<file path="src/rtl/gray_pkg.sv">
// rtl/gray_pkg.sv - shared state encodings and Gray-to-binary helper for the Gray receive monitor
package gray_pkg;

    typedef enum logic [1:0] {
        ST_UNLOCK = 2'b00,
        ST_LOCK   = 2'b01,
        ST_FAULT  = 2'b10
    } gray_state_t;

    localparam int G2B_W = 32;

    // Prefix-XOR from the MSB down; zero upper bits leave the lower result unchanged,
    // so callers of any width up to G2B_W zero-extend in and truncate out.
    function automatic logic [G2B_W-1:0] g2b(input logic [G2B_W-1:0] g);
        logic [G2B_W-1:0] b;
        b[G2B_W-1] = g[G2B_W-1];
        for (int i = G2B_W - 2; i >= 0; i--) begin
            b[i] = b[i+1] ^ g[i];
        end
        return b;
    endfunction

endpackage

</file>
<file path="src/rtl/gray2bin.sv">
// rtl/gray2bin.sv - combinational Gray-to-binary decoder
module gray2bin
    import gray_pkg::*;
#(
    parameter int WIDTH = 3
) (
    input  logic [WIDTH-1:0] gray,
    output logic [WIDTH-1:0] bin
);

    logic [G2B_W-1:0] bin_full;

    assign bin_full = g2b(G2B_W'(gray));
    assign bin      = bin_full[WIDTH-1:0];

endmodule

</file>
<file path="src/rtl/gray_rx_monitor.sv">
// rtl/gray_rx_monitor.sv - Gray stream decoder with +1-step integrity check and wrap counting
module gray_rx_monitor
    import gray_pkg::*;
#(
    parameter int WIDTH  = 3,
    parameter int WRAP_W = 4
) (
    input  logic              Clk,
    input  logic              Reset,
    input  logic              Valid,
    input  logic [WIDTH-1:0]  GrayIn,
    input  logic              Resync,
    output logic [WIDTH-1:0]  BinOut,
    output logic              Step,
    output logic [WRAP_W-1:0] Wraps,
    output logic              Overflow,
    output logic              Locked,
    output logic              Error
);

    gray_state_t       state, state_nxt;
    logic [WIDTH-1:0]  decoded;
    logic [WIDTH-1:0]  bin_inc;
    logic [WIDTH-1:0]  bin_nxt;
    logic              step_nxt;
    logic [WRAP_W-1:0] wraps_nxt;
    logic              ovf_nxt;

    gray2bin #(.WIDTH(WIDTH)) u_gray2bin (
        .gray (GrayIn),
        .bin  (decoded)
    );

    assign bin_inc = BinOut + WIDTH'(1);

    always_ff @(posedge Clk or posedge Reset) begin
        if (Reset) begin
            state    <= ST_UNLOCK;
            BinOut   <= '0;
            Step     <= 1'b0;
            Wraps    <= '0;
            Overflow <= 1'b0;
        end else begin
            state    <= state_nxt;
            BinOut   <= bin_nxt;
            Step     <= step_nxt;
            Wraps    <= wraps_nxt;
            Overflow <= ovf_nxt;
        end
    end

    // Locked/Error are pure decodes of the registered state, so they share its latency.
    assign Locked = (state == ST_LOCK);
    assign Error  = (state == ST_FAULT);

    always_comb begin
        state_nxt = state;
        bin_nxt   = BinOut;
        step_nxt  = 1'b0;
        wraps_nxt = Wraps;
        ovf_nxt   = Overflow;
        if (Resync) begin
            state_nxt = ST_UNLOCK;
        end else begin
            case (state)
                ST_UNLOCK: begin
                    if (Valid) begin
                        bin_nxt   = decoded;
                        state_nxt = ST_LOCK;
                    end
                end
                ST_LOCK: begin
                    if (Valid && (decoded != BinOut)) begin
                        if (decoded == bin_inc) begin
                            bin_nxt  = decoded;
                            step_nxt = 1'b1;
                            if (BinOut == '1) begin
                                ovf_nxt = 1'b1;
                                if (Wraps != '1) begin
                                    wraps_nxt = Wraps + WRAP_W'(1);
                                end
                            end
                        end else begin
                            state_nxt = ST_FAULT;
                        end
                    end
                end
                ST_FAULT: begin
                    state_nxt = ST_FAULT;
                end
                default: begin
                    state_nxt = ST_UNLOCK;
                end
            endcase
        end
    end

endmodule

</file>
<file path="config.mk">
export PLATFORM = sky130hd
export DESIGN_NAME = gray_rx_monitor
export DESIGN_NICKNAME = d
export VERILOG_FILES = /design/src/rtl/gray_pkg.sv /design/src/rtl/gray2bin.sv /design/src/rtl/gray_rx_monitor.sv
export SDC_FILE = /design/constraint.sdc
export NUM_CORES = 1
export LEC_CHECK = 0
export ABC_AREA = 1
export CAP_MARGIN = 5
export CORE_MARGIN = 2
export CORE_UTILIZATION = 52
export CTS_CLUSTER_DIAMETER = 120
export DETAILED_ROUTE_END_ITERATION = 16
export GPL_TIMING_DRIVEN = 0
export PLACE_DENSITY = 0.83
export SLEW_MARGIN = 40
export SYNTH_ARGS = -nofsm -noshare
export SYNTH_HDL_FRONTEND = slang
export SYNTH_SLANG_ARGS = --single-unit
</file>
<file path="constraint.sdc">
create_clock -name Clk -period 3.3 [get_ports Clk]
set_clock_uncertainty 0.1 [all_clocks]
set_input_delay 0.66 -clock Clk [delete_from_list [all_inputs] [get_ports Clk]]
set_output_delay 0.66 -clock Clk [all_outputs]
set_load 0.005 [all_outputs]
</file>
==> results.md, run 1 <==
- Nets@finish: ~140
- Drt total wl: between 1.5 and 2 mm
- CTS sink cnt: 11
- Crit-path slowest cell: clkdlybuf4s50_1
- Cells after Synth: between 100 and 150
- DR iter-0 viols: 9
- DRC violation count after routing: 0
- Final Max Slew Viols: 0
- Die ar.: roughly 0.0018 sq mm
- Register area share after synthesis: a little over a third
- Startpoint types: input port
- Pin count of the biggest net entering global routing: 12
- Distinct cells, synth: 17
- Area grow syn2layout: 27.6%
- Req. time, crit path: around 3400 ps
- GRT Util Overall: between 20% and 30%
- Post-Syn Area: about 800 sq um
- Ys Warns: 0
- Skew-Pair Late Insertion Delay: around 270 ps
- Post-cts hold buffer count: 0
- Top delay family on crit path: simple AND/OR/NAND/NOR gates
- CP dominant cell by count: nand2_1
- HPWL Detailed: about 1.3 mm
- Die X: between 40 and 50 microns
- Number of antenna violations at the first check in global routing: 0
- Dpl cells: about 130
- Post-cts sizing count: 0
- Multi-input gate area: approximately 450 sq um
- CP Cell Sequence: clkdlybuf4s50_1, inv_2, nand2_4, nand3_1, nand2_1, nand2_1, nand2_1, nor3_4, nand3_2, nand2_1, nand2_1
- Path category of the worst min-delay check: reg -> reg
- Critical Path AT: 2370 ps
- Final Hold Fails: 0
- Via density: 5.26
- Maximum buffer depth of the clock tree: 2
- Reg clk slew, reported paths: ~70 ps
- CORE AREA: ~0.0015 sq mm
- Reg area: 275 sq um
- FMAX: between 400 and 500 MHz
- Overflow after GRT: 0
- Synth area leader: dfrtp_1
- VDD IR max: approximately 290 uV
- Final ANT Viol Nets: 0
- Via count: ~730
- First-pass GRT wire length: between 2 and 3 mm
- Maxcap violations: 0
- PwrDens: roughly 600 mW/mm^2
- FF+latch count, synth: 11
- Mapped Nets: ~120
- Status: finished, final reports clean
- Final setup viols: 0
- N_diodes: 0
- Total CTS buffers: 3
- Setup TNS: 0 ps
- Post-CTS setup buffer count: 0
- Non-filler cells, final: around 140
- Worst Max-Slew Pin Slew: about 500 ps
- Port-buffer cells: 17
- Io pins: 18
- Vias in the first global route: approximately 750
- WP buf/inv: 2
- Critical path capture point type: register
- Average size of a mapped cell: roughly 7.8 sq um
- Starting Density: a little over half
- Layout fillers: 134
- Min Tclk post-route: roughly 2300 ps
- Largest cells by area after synthesis: dfrtp_1 35%, nand2_1 15%, ha_1 11%, nand3_1 7.7%, inv_1 6.7%
- TritonRoute pass-1 iters: 7
- H-tree depth: 1
- Class of the most critical setup path: in -> reg
- CTS tree: done
- GPL Wtd Cong: approximately 0.9
- Reg2reg setup slack: between 1000 and 1500 ps
- Die Y: between 40 and 50 microns
- Cell row count: 14
- Final period utilization: 69.7%
- Crit-path max FO: 6
- Post-synth top area share: between 30% and 40%
- Leakage: 0.000554 uW
- Root Driver: clkbuf_4
- Share of layout cells above drive strength 1: approximately a tenth
- Unrepaired setup endpoints after global routing: false
- Max-slew headroom: 65.6%
- CP peak stage delay: between 500 and 600 ps
- Wire per inst: between 10 and 15 microns
logic make-up (layout without fill, tap and decap cells):
kind of cell    count (synthesis)  in the layout  share of synthesized area (%)
compound gates                  2              2                           1.28
xor+xnor                        4              4                           5.43
fa+ha+maj                       7              7                           11.2
buf+inv                        16             37                           7.67
flops                          11             11                           35.1
simple gates                   61             61                           39.3
power by group:
| group | leakage, uW | switching (uW) | internal [uW] |
|---|---|---|---|
| sequential | 0.000142 | 38.2 | 165 |
| combinational | 0.000397 | 158 | 141 |
| clock | 0.0000150 | 46.9 | 46.9 |
metal layers:
metal / vias up / share of wire [%] / wire length [microns] / track usage (%)
met5: - / 0 / 0 / 0
met4: 0 / 1.6 / 25 / 13.1
met3: 4 / 4.0 / 64 / 4.68
met2: 24 / 53 / 847 / 36.7
met1: 334 / 42 / 676 / 23.2
li1: 364 / - / - / -
cell usage in the layout (no fill, tap or decap), types with 2 or more instances in the layout:
cell type	n
clkbuf_4	3
clkdlybuf4s50_1	17
dfrtp_1	11
ha_1	7
inv_1	14
inv_2	2
nand2_1	32
nand2_2	2
nand2_4	3
nand3_1	12
nand4_1	7
nor2_1	3
xor2_1	2
flip-flops by register name (all words and copies together) (netlist names):
name	flops
state	2
Overflow	1
BinOut	3
Step	1
Wraps	4
layout make-up:
type                       count  share of cell area (%)
clock buffer                   4                    2.63
timing repair buffer          17                    17.0
tap                           16                    2.00
sequential                    11                    27.5
inverter                      16                    6.01
multi-input combinational     74                    44.8
worst reg2reg max path, stage by stage, from the launching register on:
cell and delay (ps):
dfrtp_1 440, ha_1 240, ha_1 300, a21oi_1 150
o21ai_1 130, nor3_4 330, nand3_2 170, nand2_1 110
nand2_1 60
path summary, 6_finish.rpt:
check,from,end,depth (start not counted)
worst max-delay path,GrayIn[2],Wraps[1],11
worst min-delay path,Overflow,Overflow,2
worst max register to register,BinOut[0],Wraps[1],8
worst min register to register,Overflow,Overflow,2
max in group asynchronous,Reset,BinOut[2],2
min in group asynchronous,Reset,Wraps[1],2
metrics by stage:
step / area, sq um / setup slack (ps) / total power (uW) / util [%] / hold slack [ps]
CTS: 1000 / 988 / 598 / 68.8 / 367
floorplan: 783 / 1400 / 395 / - / 357
global placement: 973 / 804 / 492 / 67.0 / 347
global route: 1000 / 823 / 654 / 68.8 / 390
detailed placement: 973 / 733 / 506 / 67.0 / 349
finish: 1000 / 999 / 597 / 68.8 / 363
synth_stat cells:
library cell,n
inv_1,14
nand3_1,12
o21ai_1,1
xnor2_1,1
dfrtp_1,11
inv_2,2
xor2_2,1
nor3_4,1
nand4_1,7
nor2_1,3
nand3_2,1
nand2_1,32
xor2_1,2
a21oi_1,1
ha_1,7
nand2_4,3
nand2_2,2
No activity file was read; power rests on OpenSTA's default activity.
==> inputs of run 2 (changes only) <==
- CORE_ASPECT_RATIO: not set -> 1.2
- CORE_UTILIZATION: 52 -> 48
- PLACE_DENSITY: 0.83 -> 0.78
- clock period: 3.3 -> 2.4 ns (I/O delays scaled with it)
==> results.md, run 2 (synthesis gave the netlist of run 1 again) <==
- Status: finished, final reports clean
- Share of layout cells above drive strength 1: 10.7%
- Area grow syn2layout: 28.0%
- Minimum setup slack after placement: -14.8 ps
- Class of the most critical setup path: in -> reg
- Max-slew headroom: 66.3%
- Maxcap violations: 0
- Reg clk slew, reported paths: approximately 70 ps
- Path category of the worst min-delay check: reg -> reg
- VDD IR max: 455 uV
- Post-CTS setup buffer count: 0
- Critical path capture point type: register
- Final setup viols: 0
- Layout fillers: approximately 160
- CTS tree: done
- Nets@finish: 137
- GPL Wtd Cong: about 0.79
- HPWL Detailed: roughly 1.4 mm
- Leakage: between 0.0005 and 0.0006 uW
- Via density: roughly 5.3
- Io pins: 18
- DR iter-0 viols: 12
- Req. time, crit path: approximately 2500 ps
- Port-buffer cells: 17
- Unrepaired setup endpoints after global routing: false
- Setup TNS: 0 ps
- Via count: 736
- GRT Util Overall: between 10% and 20%
- Max reg flops: 4
- TritonRoute pass-1 iters: 4
- Commonest non-fill, non-tap cell in the layout: nand2_1
- Total CTS buffers: 3
- Vias in the first global route: 642
- Post-cts sizing count: 0
- Final period utilization: 88.0%
- N_diodes: 0
- Root Driver: clkbuf_4
- Startpoint types: input port
- Commonest non-fill, non-tap cells in the layout: 32 x nand2_1, 17 x clkdlybuf4s50_1, 14 x inv_1
- FMAX: between 400 and 500 MHz
- CP peak stage delay: about 520 ps
- Crit-path slowest cell: clkdlybuf4s50_1
- Min Tclk post-route: approximately 2100 ps
- Skew-Pair Late Insertion Delay: 270 ps
- Final worst slack: ~290 ps
- CORE AREA: 0.00158 sq mm
- Maximum buffer depth of the clock tree: 2
- DRC violation count after routing: 0
- Final Max Slew Viols: 0
- Design area: roughly 0.0010 sq mm
- Biggest register: Wraps
- First-pass GRT wire length: ~2.6 mm
- Worst Max-Slew Pin Slew: roughly 500 ps
- Die Y: between 40 and 50 microns
- H-tree depth: 1
- Dpl cell area: slightly below 0.001 sq mm
- Critical Path AT: ~2200 ps
- Starting Density: approximately 50%
- CP dominant cell by count: nand2_1
- Drt total wl: ~1.6 mm
- Biggest regs: Wraps x4, BinOut x3, state x2
- Wire per inst: between 10 and 15 microns
- Number of antenna violations at the first check in global routing: 0
- Power, Total: 829 uW
- Final Hold Fails: 0
- Pin count of the biggest net entering global routing: 12
- Final core occ: 63.4%
- Final ANT Viol Nets: 0
- Die X: ~41 microns
- CTS sink cnt: 11
- Cell row count: 16
- Crit-path max FO: 6
- Overflow after GRT: 0
- CP Cell Sequence: clkdlybuf4s50_1, inv_2, nand2_4, nand3_1, nand2_1, nand2_1, nand2_1, nor3_4, nand3_2, nand2_1, nand2_1
- Post-cts hold buffer count: 0
- PwrDens: between 800 and 900 mW/mm^2
- Die ar.: roughly 0.002 sq mm
-- run 2: cell counts in the layout (fill, tap and decap cells not counted) --
No cell type changed its count.
-- run 2: cell type report --
type	instances	area (sq um)	share of cell area [%]
clock buffer	4	26.3	2.62
tap	18	22.5	2.25
sequential	11	275	27.5
inverter	16	60.1	5.99
timing repair buffer	17	170	17.0
multi-input combinational	74	448	44.7
-- run 2: per-stage QoR --
stage          hold slack (ps)  cells
5_1_grt                    399    140
3_3_place_gp               347    136
3_5_place_dp               358    136
6_report                   371    140
2_1_floorplan              232    101
4_1_cts                    376    140
-- run 2: metal layers --
metal  vias up  global-route usage [%]  routed length (microns)
met4         0                    12.0                       64
met3         7                    1.37                       62
met2        24                    35.9                      886
li1        366                       -                        -
met1       339                    21.5                      625
met5         -                       0                        0
-- run 2: worst paths after layout --
kind                            from  cells past startpoint        end  slack (ps)
setup / recovery           GrayIn[2]                     11   Wraps[1]         290
hold / removal              Overflow                      2   Overflow         370
setup reg to reg           BinOut[0]                      8   Wraps[1]         310
hold reg to reg             Overflow                      2   Overflow         370
max in group asynchronous      Reset                      2  BinOut[0]        1500
min in group asynchronous      Reset                      2   state[0]         400
-- run 2: worst max-delay path, delay by kind of cell --
kind                   cells  cell delay [ps]
buffers and inverters      2              670
and+or+nand+nor            9             1030
-- run 2: report_power, final --
group / total, uW / internal [uW] / switching, uW
clock network: 128 / 64.4 / 63.8
logic: 419 / 196 / 223
registers: 282 / 227 / 54.3
==> inputs of run 3 (changes only) <==
- ABC_AREA: 1 -> 0
- CORE_UTILIZATION: 48 -> 47
- PLACE_DENSITY: 0.78 -> 0.77
==> results.md, run 3 <==
- Status: finished, final reports clean
- Final core occ: 70.9%
- Nets@finish: 107
- Overflow after GRT: 0
- Critical path capture point type: register
- Area grow syn2layout: 40.2%
- Min-Delay Path Depth: 1
- Number of antenna violations at the first check in global routing: 0
- Crit-path max FO: 4
- Post-synth top area share: 37.2%
- Skew-Pair Late Insertion Delay: about 260 ps
- Startpoint types: register
- Class of the most critical setup path: reg -> reg
- Biggest regs: Wraps x4, BinOut x3, state x2
- Via density: slightly above 5
- FF+latch count, synth: 11
- R2r worst-path depth: 7
- Synth async-reset ratio: between 90% and 100%
- GRT Util Overall: about 18%
- DR iter-0 viols: 12
- Commonest non-fill, non-tap cells in the layout: 15 x clkdlybuf4s50_1, 11 x dfrtp_1, 7 x buf_4
- Max reg flops: 4
- Largest cells by area after synthesis: dfrtp_1 37%, ha_1 12%, mux2i_1 5.4%, nand2b_1 4.2%, nor4b_4 3.2%
- Biggest register: Wraps
- Power, Total: roughly 1100 uW
- Io pins: 18
- HPWL Detailed: 1.12 mm
- Main synth FF type: dfrtp_1
- Final period utilization: a little over nine tenths
- Top cells by count, synth: 11 x dfrtp_1, 7 x ha_1, 5 x inv_1, 5 x nand2b_1, 4 x mux2i_1
- Mapped Nets: 79
- Final ANT Viol Nets: 0
- Vias in the first global route: 530
- Ys Warns: 0
- Most common cell in the netlist: dfrtp_1
- DRC violation count after routing: 0
- Cells after Synth: 65
- Starting Density: 50.6%
- H-tree depth: 1
- Layout fillers: roughly 120
- Pin count of the biggest net entering global routing: 12
- VDD IR max: between 800 and 900 uV
- Final Hold Fails: 0
- Path category of the worst min-delay check: reg -> reg
- Distinct cells, synth: 29
- CTS sink cnt: 11
- GPL Wtd Cong: a little over 0.7
- Root Driver: clkbuf_4
- Maxcap violations: 0
- CORE AREA: approximately 0.0015 sq mm
- Hold WS: around 370 ps
- Average size of a mapped cell: roughly 11 sq um
- Via count: about 560
- Post-Syn Area: 741 sq um
- Die X: between 40 and 50 microns
- Req. time, crit path: 2450 ps
- Max-slew headroom: slightly above 70%
- Critical Path AT: ~2400 ps
- CTS tree: done
- Final Max Slew Viols: 0
- Total CTS buffers: 3
- Leakage: 0.000489 uW
- Port-buffer cells: 16
- Min Tclk post-route: roughly 2300 ps
- Wire per inst: around 14 microns
- Share of layout cells above drive strength 1: between 20% and 30%
- Final setup viols: 0
- Drt total wl: around 1.5 mm
- First-pass GRT wire length: around 2.3 mm
- TritonRoute pass-1 iters: 4
- Maximum buffer depth of the clock tree: 2
- Die Y: about 47 microns
- Commonest non-fill, non-tap cell in the layout: clkdlybuf4s50_1
- PwrDens: between 1000 and 1500 mW/mm^2
- N_diodes: 0
- Register area share after synthesis: between 30 and 40%
- Dpl cell area: just over 900 sq um
- Cell row count: 15
- Reg clk slew, reported paths: approximately 70 ps
- Design area: between 0.001 and 0.0015 sq mm
- Synth area leader: dfrtp_1
- Post-synth EDFFs: 0
- Worst Max-Slew Pin Slew: between 400 and 500 ps
- FMAX: roughly 440 MHz
- Die ar.: 0.00191 sq mm
==> run 3: cell count changes after synthesis, moves of 2 or more <==
cell and delta:
a21oi_1 +2, and3_1 +2, inv_1 -9, inv_2 -2, mux2_2 +2, mux2i_1 +4
nand2_1 -29, nand2_2 -2, nand2_4 -3, nand2b_1 +5, nand3_1 -10, nand4_1 -7
nor2_1 -3
==> run 3: worst paths after layout <==
path | slack, ps | from | to
hold reg to reg | 370 | Overflow | Overflow
hold / removal | 370 | Overflow | Overflow
setup reg to reg | 100 | BinOut[0] | Wraps[1]
max in group asynchronous | 1510 | Reset | Overflow
min in group asynchronous | 400 | Reset | Step
setup / recovery | 100 | BinOut[0] | Wraps[1]
==> run 3: report_power, final <==
group	leakage, uW	switching [uW]	internal [uW]
sequential	0.000145	50.3	239
combinational	0.000329	283	390
clock	0.0000150	62.0	64.3
total	0.000489	396	694
==> run 3: cell families after synthesis <==
| logic type | after synthesis | synth area share [%] |
|---|---|---|
| buffers and inverters | 6 | 3.21 |
| adders and majority gates | 7 | 11.8 |
| DFF | 11 | 37.2 |
| xor gates and xnor gates | 6 | 10.1 |
| AOI/OAI and AO/OA | 7 | 6.08 |
| muxes | 8 | 12.0 |
| and+or+nand+nor | 20 | 19.6 |
==> run 3: final cells by class <==
| type | instances | area, sq um | share of cell area, % |
|---|---|---|---|
| Buffer | 1 | 5.00 | 0.482 |
| Clock buffer | 4 | 26.3 | 2.53 |
| Inverter | 5 | 18.8 | 1.81 |
| Multi-Input combinational cell | 48 | 480 | 46.3 |
| Sequential cell | 11 | 275 | 26.5 |
| Tap cell | 17 | 21.3 | 2.05 |
| Timing Repair Buffer | 23 | 211 | 20.4 |
==> run 3: critical path, cell delays in order, from the launching register on <==
cell     delay (ps)
dfrtp_1         400
ha_1            230
ha_4            220
or2_4           250
mux2i_4         180
nor4b_4         350
nand3_2         140
mux2_4          310
==> run 3: per-layer routing <==
layer / up-vias / share of wire, % / GRT usage (%)
met5: - / 0 / 0
met4: 0 / 0 / 8.00
met3: 0 / 2.7 / 1.40
met2: 13 / 56 / 32.9
met1: 272 / 41 / 22.3
li1: 277 / - / -
==> run 3: timing repair <==
item	in CTS	in global routing
setup buffers	6	1
setup endpoints to repair	6	4
resized for setup	5	2
hold buffers	0	0
pin swaps	2	1
==> run 3: stage by stage <==
stage / setup WS (ps) / cells / TNS, ps
floorplan: 62.6 / 65 / 0
global placement: -455 / 98 / -2550
detailed placement: -508 / 98 / -3310
CTS: 17.5 / 108 / 0
global route: -3.10 / 109 / -3.10
finish: 103 / 109 / 0
